`src/rtl/sw_seq_feeder.sv`:
```
`default_nettype none
// ============================================================================
//  Module      : sw_seq_feeder
//  Description : Read side of the DNA base FIFO. Drains seq_len encoded bases
//                per job and streams them, in order, to the Smith-Waterman PE
//                array over valid/ready. A 3-entry skid buffer absorbs the
//                FIFO's 1-cycle read latency and downstream backpressure.
//                Each beat carries its 0-based index and a last flag; done
//                pulses for one cycle when the job finishes.
//  Ports       : clk, reset      - clock (rising edge), async active-high reset
//                start, seq_len  - job request and length, sampled while idle
//                fifo_empty      - base FIFO has no readable entry
//                fifo_rd         - FIFO read strobe
//                fifo_rdata      - FIFO data, valid the cycle after fifo_rd
//                out_valid/out_ready/out_base/out_idx/out_last - PE stream
//                busy            - job in progress
//                done            - one-cycle job-finished pulse
//  Revision    : 1.0 - initial release
// ============================================================================
module sw_seq_feeder #(
    parameter int BASE_W = 2,
    parameter int LEN_W  = 16
) (
    input  logic              clk,
    input  logic              reset,
    input  logic              start,
    input  logic [LEN_W-1:0]  seq_len,
    input  logic              fifo_empty,
    output logic              fifo_rd,
    input  logic [BASE_W-1:0] fifo_rdata,
    output logic              out_valid,
    input  logic              out_ready,
    output logic [BASE_W-1:0] out_base,
    output logic [LEN_W-1:0]  out_idx,
    output logic              out_last,
    output logic              busy,
    output logic              done
);

    localparam logic [1:0] c_IDLE = 2'd0;
    localparam logic [1:0] c_RUN  = 2'd1;
    localparam logic [1:0] c_FIN  = 2'd2;

    localparam logic [2:0] c_SKID_DEPTH = 3'd3;

    logic [1:0]        r_state;
    logic [1:0]        w_state_nxt;
    logic              w_start_run;

    logic [LEN_W-1:0]  r_len;
    logic [LEN_W-1:0]  r_fetch_cnt;
    logic [LEN_W-1:0]  r_beat_cnt;

    logic              r_rd_d;      // a read was issued last cycle: data lands now
    logic [1:0]        r_occ;       // entries held in the skid buffer
    logic [1:0]        w_occ_nxt;
    logic [1:0]        w_wr_idx;
    logic              r_valid;

    logic [BASE_W-1:0] r_buf0;      // head of the skid buffer
    logic [BASE_W-1:0] r_buf1;
    logic [BASE_W-1:0] r_buf2;

    logic              w_push;
    logic              w_pop;
    logic              w_is_last;
    logic              w_last_beat;
    logic [2:0]        w_reserved;

    // Slots already committed: entries held plus the one still in flight
    // from the FIFO. A read is only issued if its data is guaranteed a slot,
    // so the decision never has to look at out_ready.
    assign w_reserved = {1'b0, r_occ} + {2'b00, r_rd_d};

    assign fifo_rd = (r_state == c_RUN) && !fifo_empty &&
                     (r_fetch_cnt < r_len) && (w_reserved < c_SKID_DEPTH);

    assign w_push      = r_rd_d;
    assign w_pop       = r_valid && out_ready;
    assign w_is_last   = (r_beat_cnt == r_len - LEN_W'(1));
    assign w_last_beat = w_pop && w_is_last;

    assign w_occ_nxt = r_occ + {1'b0, w_push} - {1'b0, w_pop};
    // On a simultaneous pop the entries shift down first, so the new data
    // goes one slot lower than the current occupancy.
    assign w_wr_idx  = r_occ - {1'b0, w_pop};

    // ------------------------------------------------------------------
    // FSM: state register
    // ------------------------------------------------------------------
    always_ff @(posedge clk or posedge reset) begin
        if (reset) begin
            r_state <= c_IDLE;
        end else begin
            r_state <= w_state_nxt;
        end
    end

    // ------------------------------------------------------------------
    // FSM: next state and status outputs
    // ------------------------------------------------------------------
    always_comb begin
        w_state_nxt = r_state;
        w_start_run = 1'b0;
        busy        = 1'b0;
        done        = 1'b0;
        case (r_state)
            c_IDLE: begin
                if (start) begin
                    if (seq_len != '0) begin
                        w_state_nxt = c_RUN;
                        w_start_run = 1'b1;
                    end else begin
                        // Empty job: nothing to fetch, report completion.
                        w_state_nxt = c_FIN;
                    end
                end
            end
            c_RUN: begin
                busy = 1'b1;
                if (w_last_beat) begin
                    w_state_nxt = c_FIN;
                end
            end
            c_FIN: begin
                busy        = 1'b1;
                done        = 1'b1;
                w_state_nxt = c_IDLE;
            end
            default: begin
                w_state_nxt = c_IDLE;
            end
        endcase
    end

    // ------------------------------------------------------------------
    // Job length and fetch/beat counters
    // ------------------------------------------------------------------
    always_ff @(posedge clk or posedge reset) begin
        if (reset) begin
            r_len       <= '0;
            r_fetch_cnt <= '0;
            r_beat_cnt  <= '0;
            r_rd_d      <= 1'b0;
        end else begin
            r_rd_d <= fifo_rd;
            if (w_start_run) begin
                r_len       <= seq_len;
                r_fetch_cnt <= '0;
                r_beat_cnt  <= '0;
            end else begin
                if (fifo_rd) begin
                    r_fetch_cnt <= r_fetch_cnt + LEN_W'(1);
                end
                if (w_pop) begin
                    r_beat_cnt <= r_beat_cnt + LEN_W'(1);
                end
            end
        end
    end

    // ------------------------------------------------------------------
    // Skid buffer: shift-down storage, head always in r_buf0
    // ------------------------------------------------------------------
    always_ff @(posedge clk or posedge reset) begin
        if (reset) begin
            r_buf0  <= '0;
            r_buf1  <= '0;
            r_buf2  <= '0;
            r_occ   <= 2'd0;
            r_valid <= 1'b0;
        end else begin
            r_occ   <= w_occ_nxt;
            r_valid <= (w_occ_nxt != 2'd0);
            if (w_pop) begin
                r_buf0 <= r_buf1;
                r_buf1 <= r_buf2;
            end
            // Placed after the shift so an incoming base overrides the
            // shifted value in its slot.
            if (w_push) begin
                case (w_wr_idx)
                    2'd0:    r_buf0 <= fifo_rdata;
                    2'd1:    r_buf1 <= fifo_rdata;
                    default: r_buf2 <= fifo_rdata;
                endcase
            end
        end
    end

    // ------------------------------------------------------------------
    // Output beat; sideband forced to zero while no beat is offered
    // ------------------------------------------------------------------
    assign out_valid = r_valid;
    assign out_base  = r_valid ? r_buf0 : '0;
    assign out_idx   = r_valid ? r_beat_cnt : '0;
    assign out_last  = r_valid && w_is_last;

endmodule
`default_nettype wire
```
`config.mk`:
```
export PLATFORM = sky130hd
export DESIGN_NAME = sw_seq_feeder
export DESIGN_NICKNAME = d
export VERILOG_FILES = /design/src/rtl/sw_seq_feeder.sv
export SDC_FILE = /design/constraint.sdc
export NUM_CORES = 1
export LEC_CHECK = 0
export ABC_CLOCK_PERIOD_IN_PS = 3920
export CORE_UTILIZATION = 30
export DETAILED_ROUTE_END_ITERATION = 6
export GPL_TIMING_DRIVEN = 0
export PLACE_DENSITY = 0.52
export SETUP_SLACK_MARGIN = 0.5
export SYNTH_ARGS = -nofsm -noshare
export SYNTH_HDL_FRONTEND = slang
export SYNTH_SLANG_ARGS = --single-unit
```
`constraint.sdc`:
```
create_clock -name clk -period 3.92 [get_ports clk]
set_input_delay 0.588 -clock clk [delete_from_list [all_inputs] [get_ports clk]]
set_output_delay 0.588 -clock clk [all_outputs]
set_load 0.02 [all_outputs]
```
# == Word-level counts from Yosys, hierarchy flattened ==
# Cells that the tools add are included.
# totals
regBits,60
inputBits,23
out_inout_bits,23
elab_cells,64
# op_classes
add_sub_neg,7
magnitude_cmp,2
eq_ne,6
n_mux,21
bitwise_logic,1
reduce_logical,17
# op_table
operator,count
16-bit 2-to-1 mux,5
16-bit by 1-bit adder with 16-bit output (second input constant),2
2-bit 2-to-1 mux,10
16-bit equality test,1
16-bit less-than comparator,1
16-bit nonzero test,1
16-bit by 1-bit subtractor with 16-bit output (second input constant),1
1-bit logical AND,6
2-bit nonzero test,3
1-bit 2-to-1 mux,5
2-bit by 1-bit equality test with 1-bit output (second input constant),2
2-bit logical NOT,2
2-bit != test (second input constant),2
2-bit one-hot mux with 2 select lines,1
2-bit AND reduction,2
2-bit OR reduction,2
2-bit by 1-bit subtractor with 2-bit output,2
2-bit by 1-bit adder with 3-bit output,1
3-bit by 2-bit less-than comparator with 1-bit output (second input constant),1
2-bit by 1-bit adder with 2-bit output,1
2-bit equality test (second input constant),1
1-bit logical NOT,1
1-bit NOT,1

# == Longest topological paths before layout ==
# Gate-level depths: netlist of run 1.
# logic_depth
word_depth,6
ltp_mapped,11
depth_no_buf,9

# == Worst setup path after synthesis of run 1 ==
# Ideal clock, no wire load.
# synth_path
path_type,register to output
startpoint,reg r_len[2]
endpoint,out fifo_rd
arrival_ns,2.189
required_ns,3.332
setup_slack_ns,1.143
stages_incl_launch_ff,10
n_path_buf,2
cell_sequence,dfrtp_1 > clkbuf_1 > inv_1 > ha_1 > o21a_1 > o21ai_0 > o21bai_1 > a221o_2 > a21oi_2 > buf_4
# synth_between
elab_chain_cells,3
# synth_rtl
element,line,source
start: declaration,50,logic [LEN_W-1:0] r_len;
start signal: assignment,148,r_len <= seq_len;
16-bit less-than comparator,76,(r_fetch_cnt < r_len) && (w_reserved < c_SKID_DEPTH);
1-bit logical AND,75,assign fifo_rd = (r_state == c_RUN) && !fifo_empty &&
1-bit logical AND,76,
end: declaration,29,"output logic fifo_rd,"
# Every way passes these cells.

# == Worst setup path in the final report of run 1 ==
# layout_path
startpoint,reg r_len[6]
endpoint,out out_last
# layout_between
elab_chain_cells,3
# layout_rtl
element,line,source
16-bit by 1-bit subtractor with 16-bit output,80,assign w_is_last = (r_beat_cnt == r_len - LEN_W'(1));
16-bit equality test,80,
1-bit logical AND,197,assign out_last = r_valid && w_is_last;
end: declaration,35,"output logic out_last,"
# Every way passes these cells.

==> results of run 1 <==
[cell type report]
cell class / count / share of cell area [%]
plain buffers: 20 / 1.87
clock buffers: 11 / 4.34
clock inverters: 5 / 1.87
repair buffers: 59 / 10.9
well taps: 176 / 4.11
inverters: 30 / 2.10
multi-input cells: 360 / 46.7
flip-flops and latches: 60 / 28.1
[routing by layer]
| layer | GRT usage [%] | wire length, um | vias to the layer above |
|---|---|---|---|
| met4 | 6.25 | 192 | 0 |
| met2 | 26.6 | 5340 | 83 |
| li1 | - | - | 1807 |
| met3 | 2.63 | 430 | 15 |
| met5 | 0 | 0 | - |
| met1 | 22.8 | 5440 | 1807 |
[report_power, final]
| group | switching [mW] | internal, mW |
|---|---|---|
| sequential | 0.138 | 0.737 |
| combinational | 0.408 | 0.414 |
| clock | 0.291 | 0.619 |
| total | 0.837 | 1.77 |
[worst max path at each step]
stage | startpoint | to | slack [ns] | cells past startpoint
3_3_place_gp | fifo_empty | fifo_rd | 0.04 | 7
3_5_place_dp | fifo_empty | fifo_rd | 0.09 | 7
6_report | r_len[6] | out_last | 0.56 | 7
4_1_cts | r_len[1] | out_last | 0.50 | 9
5_1_grt | r_len[0] | out_last | 0.49 | 10
2_1_floorplan | r_len[2] | fifo_rd | 1.14 | 9
[registers in the layout, indices dropped and copies added, names as in the netlist, 2 cells and up]
| signal | cells |
|---|---|
| r_buf1 | 2 |
| r_fetch_cnt | 16 |
| r_state | 2 |
| r_beat_cnt | 16 |
| r_len | 16 |
| r_buf0 | 2 |
| r_buf2 | 2 |
| r_occ | 2 |
[through the flow]
stage	hold slack, ns	util [%]	instance area, sq um
after floorplan	0.479	-	4120
after global placement	0.494	36.0	4790
after detailed placement	0.502	36.2	4810
after CTS	0.509	39.1	5200
after global routing	0.537	40.3	5360
final	0.509	40.3	5360
[cells in the final DEF (no fill, tap or decap), types with 5 or more instances in the layout]
master,n
nand4_1,9
ha_1,23
nor4_1,5
nand3_1,16
o21ai_0,24
xnor2_1,21
clkdlybuf4s50_1,43
clkbuf_1,11
nand2_1,56
a21oi_1,15
nor2_1,43
clkbuf_16,9
xor2_1,19
a211oi_1,6
buf_4,13
dfrtp_1,56
a21o_1,5
a41oi_1,5
inv_1,26
a31oi_1,5
and3_1,10
and2_1,20
[kinds of logic (layout without fill, tap and decap cells)]
group           after synthesis  after routing  synth area share (%)
fa+ha+maj                    26             26                  7.83
flops                        60             60                  36.4
buf+inv                      50            125                  4.80
compound gates               95             95                  17.1
mux                           6              6                  1.52
xor+xnor                     40             40                  8.50
simple gates                193            193                  23.8
[what timing repair did]
item	4_1_cts	5_1_grt
pin swaps	1	3
setup endpoints to repair	2	2
hold buffers	0	0
resized for setup	15	21
setup buffers	1	12
==> flow_summary.toml, run 1 <==
[status]
status = "complete, no violations"

[sta]
fmaxAchievable_ghz = 0.298
period_minus_slack_ns = 3.36
skew_ns = 0.00460
tns_ns = 0
slew_violations = 0
rsz0062_at_grt = "yes"
finalHoldViolCount = 0
setup_ws_ns = 0.559
max-slew-margin-rel_pct = 42.7
min_period_over_period_pct = 85.7
worstMarginPinSlew_ns = 0.856
setup_viol = 0

[yosys]
synth_top_flop_cell = "dfrtp_1"
synth.most_common_cell = "dfrtp_1"
syn_inst = 470
ys_top_cells_by_count = "dfrtp_1, nand2_1, nor2_1"
yosys.area.top_type = "dfrtp_1"
synth.avg_cell_area_sq_um = 8.77
ys_seq_area_share_pct = 36.4
synth_edf_count = 0
yosys-top-cells-area = "dfrtp_1, ha_1, nand2_1"
ys_types = 60
synth_top_area_share_pct = 36.4
synth.ff_latch_count = 60
yosysWarnings = 0
synth-async-reset-ratio_pct = 100
syn_area_sq_mm = 0.00412
syn_nets = 518

[hold_path]
hold-path-cell-count = 1
min_to = "r_buf2[1]"
min_path_type = "reg2reg"
hp-start = "r_buf2[1]"

[floorplanning]
chipHeight_um = 119
num_io_pins = 46
placement_rows = 42
start_util_pct = 31.0
core_sq_mm = 0.0133
die_area_sq_mm = 0.0142
die_x_um = 119

[placed_design]
dp_cells = 692
portBuffers = 45
hpwl_um = 8610
gp_congestion = 0.860
place_ws_ns = 0.0880

[clock_tree]
h-tree-depth = 3
cts_root_buf = "clkbuf_16"
cts_num_sinks = 60
clk_latency_ns = 0.33
cts.path.max_buffers = 2
cts_tree = "done"
cts_made_buffers = 9
clk_pin_slew_ns = 0.05

[setup_path]
arrival_ns = 2.77
crit_buf_inv = 1
rr_startpoint = "r_len[1]"
startpoint_type = "register"
critPathKind = "reg2out"
crit_family = "simple AND/OR/NAND/NOR gates"
r2r_slack_ns = 1.25
critPathSlowestCell = "or4_4"
end_kind = "output pin"
cp_cell_sequence = "or4_4 -> nor4_2 -> o311ai_1 -> a32o_1 -> nor3_1 -> and4_1 -> clkdlybuf4s15_2"
cp_max_fo = 5
rr_worst_depth = 9
required_ns = 3.33
critPathMaxStageDelay_ns = 0.58
r2r_end = "r_fetch_cnt[11]"

[route]
detail_route.wl_per_cell_um = 15.8
vias = 3712
ant_nets = 0
firstDrtPassIters = 4
drtIter0Drc = 168
post-route-drc-count = 0
wl_um = 11400
viasPerCell = 5.15

[power_and_ir_drop]
total_leakage_power_nw = 2.35
power_density_mw_per_mm2 = 487
power_mw = 2.61
peakVddDrop_mv = 0.209

[global_routing]
grt_max_degree = 34
grt_pass1_vias = 3478
grt_pass1_wl_um = 18400
grt_use_total_pct = 16.8
antenna_found_initial = 0
grt_overflow = 0

[cells_and_area]
layout-drive-gt1-share_pct = 14.1
regArea_sq_mm = 0.00151
layout.nets = 588
fill_cells = 1346
antenna_cells = 0
multi_input_area_sq_mm = 0.00250
syn_to_final_growth_pct = 30.0
stdcell_count = 721

[run]
max_cap_viol_count = 0
No activity file was read; power rests on OpenSTA's default activity.
==> run 2, diff against run 1 <==
--- a/config.mk
+++ b/config.mk
@@ -5,11 +5,10 @@
 export SDC_FILE = /design/constraint.sdc
 export NUM_CORES = 1
 export LEC_CHECK = 0
-export ABC_CLOCK_PERIOD_IN_PS = 3920
 export CORE_UTILIZATION = 30
 export DETAILED_ROUTE_END_ITERATION = 6
 export GPL_TIMING_DRIVEN = 0
-export PLACE_DENSITY = 0.52
+export PLACE_DENSITY = 0.54
 export SETUP_SLACK_MARGIN = 0.5
 export SYNTH_ARGS = -nofsm -noshare
 export SYNTH_HDL_FRONTEND = slang
==> flow_summary.toml, run 2 (synthesis results as in run 1) <==
[sta]
min_period_over_period_pct = 84.6
rsz0062_at_grt = "no"
worstMarginPinSlew_ns = 0.623
skew_ns = 0.00684
finalHoldViolCount = 0
period_minus_slack_ns = 3.31
setup_viol = 0
tns_ns = 0
slew_violations = 0
fmaxAchievable_ghz = 0.302
max-slew-margin-rel_pct = 58.4

[clock_tree]
clk_pin_slew_ns = 0.06
cts_made_buffers = 9
cts_tree = "done"
clk_latency_ns = 0.33
cts.path.max_buffers = 2
h-tree-depth = 3
cts.hold.buffers_added = 0
cts_root_buf = "clkbuf_16"
cts_num_sinks = 60

[cells_and_area]
regArea_sq_mm = 0.00151
mostFrequentLayoutCells = "nand2_1, dfrtp_1, clkdlybuf4s50_1"
fill_cells = 1333
antenna_cells = 0
layout-drive-gt1-share_pct = 14.6
top_regs = "r_beat_cnt (16), r_fetch_cnt (16), r_len (16)"
syn_to_final_growth_pct = 27.8
multi_input_area_sq_mm = 0.00250
layout.nets = 585

[global_routing]
grt_max_degree = 34
grt_pass1_vias = 3524
grt_pass1_wl_um = 18600
grt_overflow = 0
grt_use_total_pct = 16.7
antenna_found_initial = 0

[run]
max_cap_viol_count = 0

[floorplanning]
die_area_sq_mm = 0.0142
core_sq_mm = 0.0133
chipHeight_um = 119
placement_rows = 42
start_util_pct = 31.0
die_x_um = 119
num_io_pins = 46

[setup_path]
r2r_slack_ns = 1.24
required_ns = 3.33
end_kind = "output pin"
r2r_end = "r_fetch_cnt[11]"
startpoint_type = "register"
rr_worst_depth = 9
rr_startpoint = "r_len[1]"
critPathMaxStageDelay_ns = 0.44
critPathKind = "reg2out"
critPathSlowestCell = "dfrtp_2"
cp_max_fo = 11
cp_cell_sequence = "inv_1 -> ha_1 -> a2111oi_2 -> o21bai_1 -> a221o_2 -> a21oi_4 -> buf_6 -> clkdlybuf4s15_2"
arrival_ns = 2.73

[power_and_ir_drop]
peakVddDrop_mv = 0.199
power_mw = 2.48
total_leakage_power_nw = 2.29
power_density_mw_per_mm2 = 470

[placed_design]
gp_congestion = 0.851
hpwl_um = 8680
portBuffers = 45

[route]
wl_um = 11500
detail_route.wl_per_cell_um = 16.0
drtIter0Drc = 218
viasPerCell = 5.08
vias = 3645
post-route-drc-count = 0
ant_nets = 0
firstDrtPassIters = 4

[hold_path]
hold-path-cell-count = 1
min_path_type = "reg2reg"
min_to = "r_buf2[1]"
hp-start = "r_buf2[1]"

[status]
status = "complete, no violations"
## run 2: how the worst max path moves through the flow
stage / start / endpoint / cells after the start / slack (ns)
after floorplan: r_len[2] / fifo_rd / 9 / 1.14
after global placement: fifo_empty / fifo_rd / 7 / 0.05
after detailed placement: fifo_empty / fifo_rd / 7 / 0.08
after CTS: r_len[2] / fifo_rd / 10 / 0.52
after global routing: r_len[1] / fifo_rd / 8 / 0.50
final: r_len[1] / fifo_rd / 8 / 0.61
## run 2: cell type report
cell class	count	area share, %
multi-input cells	360	47.4
repair buffers	56	10.3
clock inverters	5	0.998
plain buffers	20	1.83
flip-flops and latches	60	28.6
well taps	176	4.18
clock buffers	10	4.54
inverters	30	2.14
## run 2: critical path: cells and delay by family, from the launching register on
family / cells / cell delay (ns)
AOI/OAI and AO/OA: 4 / 1.07
adders and majority gates: 1 / 0.31
buffers and inverters: 3 / 0.56
DFF: 1 / 0.44
## run 2: per-layer routing
layer  vias to the layer above  share of wire (%)  global-route usage (%)
met1                      1786                 48                    22.6
met4                         0                1.6                    6.49
met3                        12                2.9                    3.07
li1                       1792                  -                       -
met2                        55                 48                    26.4
met5                         -                  0                       0
## run 2: per-stage QoR
step	area [sq um]	setup slack (ns)	util (%)	hold slack (ns)	std cells
3_5_place_dp	4810	0.0809	36.2	0.497	692
2_1_floorplan	4120	1.14	-	0.479	470
4_1_cts	5160	0.520	38.8	0.509	708
6_report	5270	0.605	39.6	0.510	717
3_3_place_gp	4790	0.0518	36.0	0.493	691
5_1_grt	5270	0.504	39.6	0.535	717
## run 2: where the power goes
group / switching, mW / leakage [nW] / internal (mW)
combinational: 0.405 / 1.45 / 0.410
sequential: 0.138 / 0.703 / 0.737
clock: 0.285 / 0.144 / 0.502
## run 2: repair_timing
| action | CTS | global route |
|---|---|---|
| endpoints found under the setup margin | 2 | 2 |
| pin swaps | 1 | 3 |
| resized for setup | 17 | 21 |
| endpoints found under the hold margin | 0 | 0 |
| buffers inserted | 1 | 9 |
==> run 3, diff against run 2 <==
--- a/config.mk
+++ b/config.mk
@@ -8,7 +8,7 @@
 export CORE_UTILIZATION = 30
 export DETAILED_ROUTE_END_ITERATION = 6
 export GPL_TIMING_DRIVEN = 0
-export PLACE_DENSITY = 0.54
+export PLACE_DENSITY = 0.56
 export SETUP_SLACK_MARGIN = 0.5
 export SYNTH_ARGS = -nofsm -noshare
 export SYNTH_HDL_FRONTEND = slang
==> constraint.sdc (replaced) <==
create_clock -name clk -period 2.98 [get_ports clk]
set_input_delay 0.447 -clock clk [delete_from_list [all_inputs] [get_ports clk]]
set_output_delay 0.447 -clock clk [all_outputs]
set_load 0.02 [all_outputs]
==> flow_summary.toml, run 3 (synthesis results as in run 1) <==
[sta]
rsz0062_at_grt = "yes"
max-slew-margin-rel_pct = 56.5
min_period_over_period_pct = 101
fmaxAchievable_ghz = 0.331
setup_ws_ns = -0.0391
finalHoldViolCount = 0
worstMarginPinSlew_ns = 0.651
period_minus_slack_ns = 3.02
skew_ns = 0.00456
setup_viol = 1
slew_violations = 0

[placed_design]
gp_congestion = 0.849
hpwl_um = 8670
place_ws_ns = -0.464
placed_area_sq_mm = 0.00483
portBuffers = 45

[clock_tree]
clk_latency_ns = 0.34
cts.path.max_buffers = 2
cts_root_buf = "clkbuf_16"
h-tree-depth = 3
cts_tree = "done"
cts_num_sinks = 60
cts_made_buffers = 9
clk_pin_slew_ns = 0.05
cts.hold.buffers_added = 0

[cells_and_area]
syn_to_final_growth_pct = 41.0
utilization_pct = 43.7
antenna_cells = 0
layout.nets = 610
final_area_sq_mm = 0.00581
mostFrequentLayoutCells = "nand2_1, dfrtp_1, clkdlybuf4s50_1"
layout-drive-gt1-share_pct = 24.5
top_regs = "r_beat_cnt (16), r_fetch_cnt (16), r_len (16)"

[global_routing]
antenna_found_initial = 0
grt_overflow = 0
grt_pass1_wl_um = 19500
grt_pass1_vias = 3801
grt_max_degree = 33
grt_use_total_pct = 17.5

[route]
firstDrtPassIters = 5
post-route-drc-count = 0
vias = 3862
viasPerCell = 5.20
wl_um = 12400
ant_nets = 0
drtIter0Drc = 237
detail_route.wl_per_cell_um = 16.7

[setup_path]
cp_max_fo = 4
path_common_cell = "buf_6"
startpoint_type = "register"
arrival_ns = 2.57
crit_buf_inv = 3
critPathMaxStageDelay_ns = 0.60
critPathSlowestCell = "or4_4"
required_ns = 2.53
cp_cell_sequence = "or4_4 -> buf_6 -> nor3_4 -> buf_4 -> a31oi_2 -> a211oi_2 -> and4_4 -> buf_6"
crit_family = "simple AND/OR/NAND/NOR gates"
critPathKind = "reg2out"
end_kind = "output pin"

[power_and_ir_drop]
p_int_mw = 2.29
total_leakage_power_nw = 2.50
combPwrFrac_pct = 36.3
switching_share_pct = 34.5
peakVddDrop_mv = 0.244
power_density_mw_per_mm2 = 602
seq_power_share_pct = 33.1
p_sw_mw = 1.21
clkPwrFrac_pct = 30.6

[status]
status = "finished, violations left"
violations = "negative setup slack"

[floorplanning]
start_util_pct = 31.0
chipHeight_um = 119
die_area_sq_mm = 0.0142
die_x_um = 119
placement_rows = 42
core_sq_mm = 0.0133
num_io_pins = 46

[hold_path]
min_path_type = "reg2reg"

[run]
max_cap_viol_count = 0
-- run 3: cell types whose count changed in the layout (fill, tap and decap cells not counted), sizes merged --
cell and change:
buf +26, clkdlybuf4s15 -1, clkinvlp +1
-- run 3: final timing paths --
kind,startpoint,end,slack [ns],depth (start not counted)
max,r_len[4],out_last,-0.04,8
max reg2reg,r_len[4],r_state[1],0.37,9
max in group asynchronous,reset,r_len[4],1.85,3
min,r_buf2[0],r_buf2[0],0.51,1
min reg2reg,r_buf2[0],r_buf2[0],0.51,1
min in group asynchronous,reset,r_state[0],0.52,2
-- run 3: final cells by class --
class                           count  area, sq um
Buffer                             20          125
Clock buffer                       10          239
Clock inverter                      6         63.8
Fill cell                        1261         7480
Inverter                           30          133
Multi-Input combinational cell    360         2730
Sequential cell                    60         1510
Tap cell                          176          220
Timing Repair Buffer               81          793
-- run 3: through the flow --
step / TNS, ns / cells / total power, mW / hold WS [ns]
floorplan: 0 / 470 / 1.79 / 0.479
global placement: -8.78 / 691 / 2.12 / 0.493
detailed placement: -2.84 / 692 / 2.15 / 0.498
CTS: 0 / 727 / 3.36 / 0.510
global route: -0.0875 / 743 / 3.69 / 0.529
finish: -0.0391 / 743 / 3.50 / 0.509
-- run 3: routing by layer --
layer	global-route usage [%]	up-vias	routed length, um
met3	2.54	18	542
met4	6.17	0	178
met5	0	-	0
met1	22.7	1908	5490
li1	-	1851	-
met2	29.3	85	6170
-- run 3: worst reg2reg max path, delay by kind of cell, from the launching register on --
| family | cells | cell delay, ns |
|---|---|---|
| flops | 1 | 0.41 |
| buf+inv | 2 | 0.32 |
| compound gates | 4 | 0.68 |
| simple gates | 3 | 1.12 |
-- run 3: power by group through the flow --
stage / Clock [mW] / Combinational, mW / Sequential (mW)
after global placement: 0 / 0.961 / 1.16
after detailed placement: 0 / 0.992 / 1.16
after floorplan: 0 / 0.678 / 1.11
after global routing: 1.12 / 1.39 / 1.18
final: 1.07 / 1.27 / 1.16
after CTS: 1.08 / 1.13 / 1.15
-- run 3: what timing repair did --
action / in CTS / in global routing
resized for setup: 70 / 44
setup endpoints to repair: 48 / 37
setup buffers: 19 / 16
pin swaps: 19 / 13
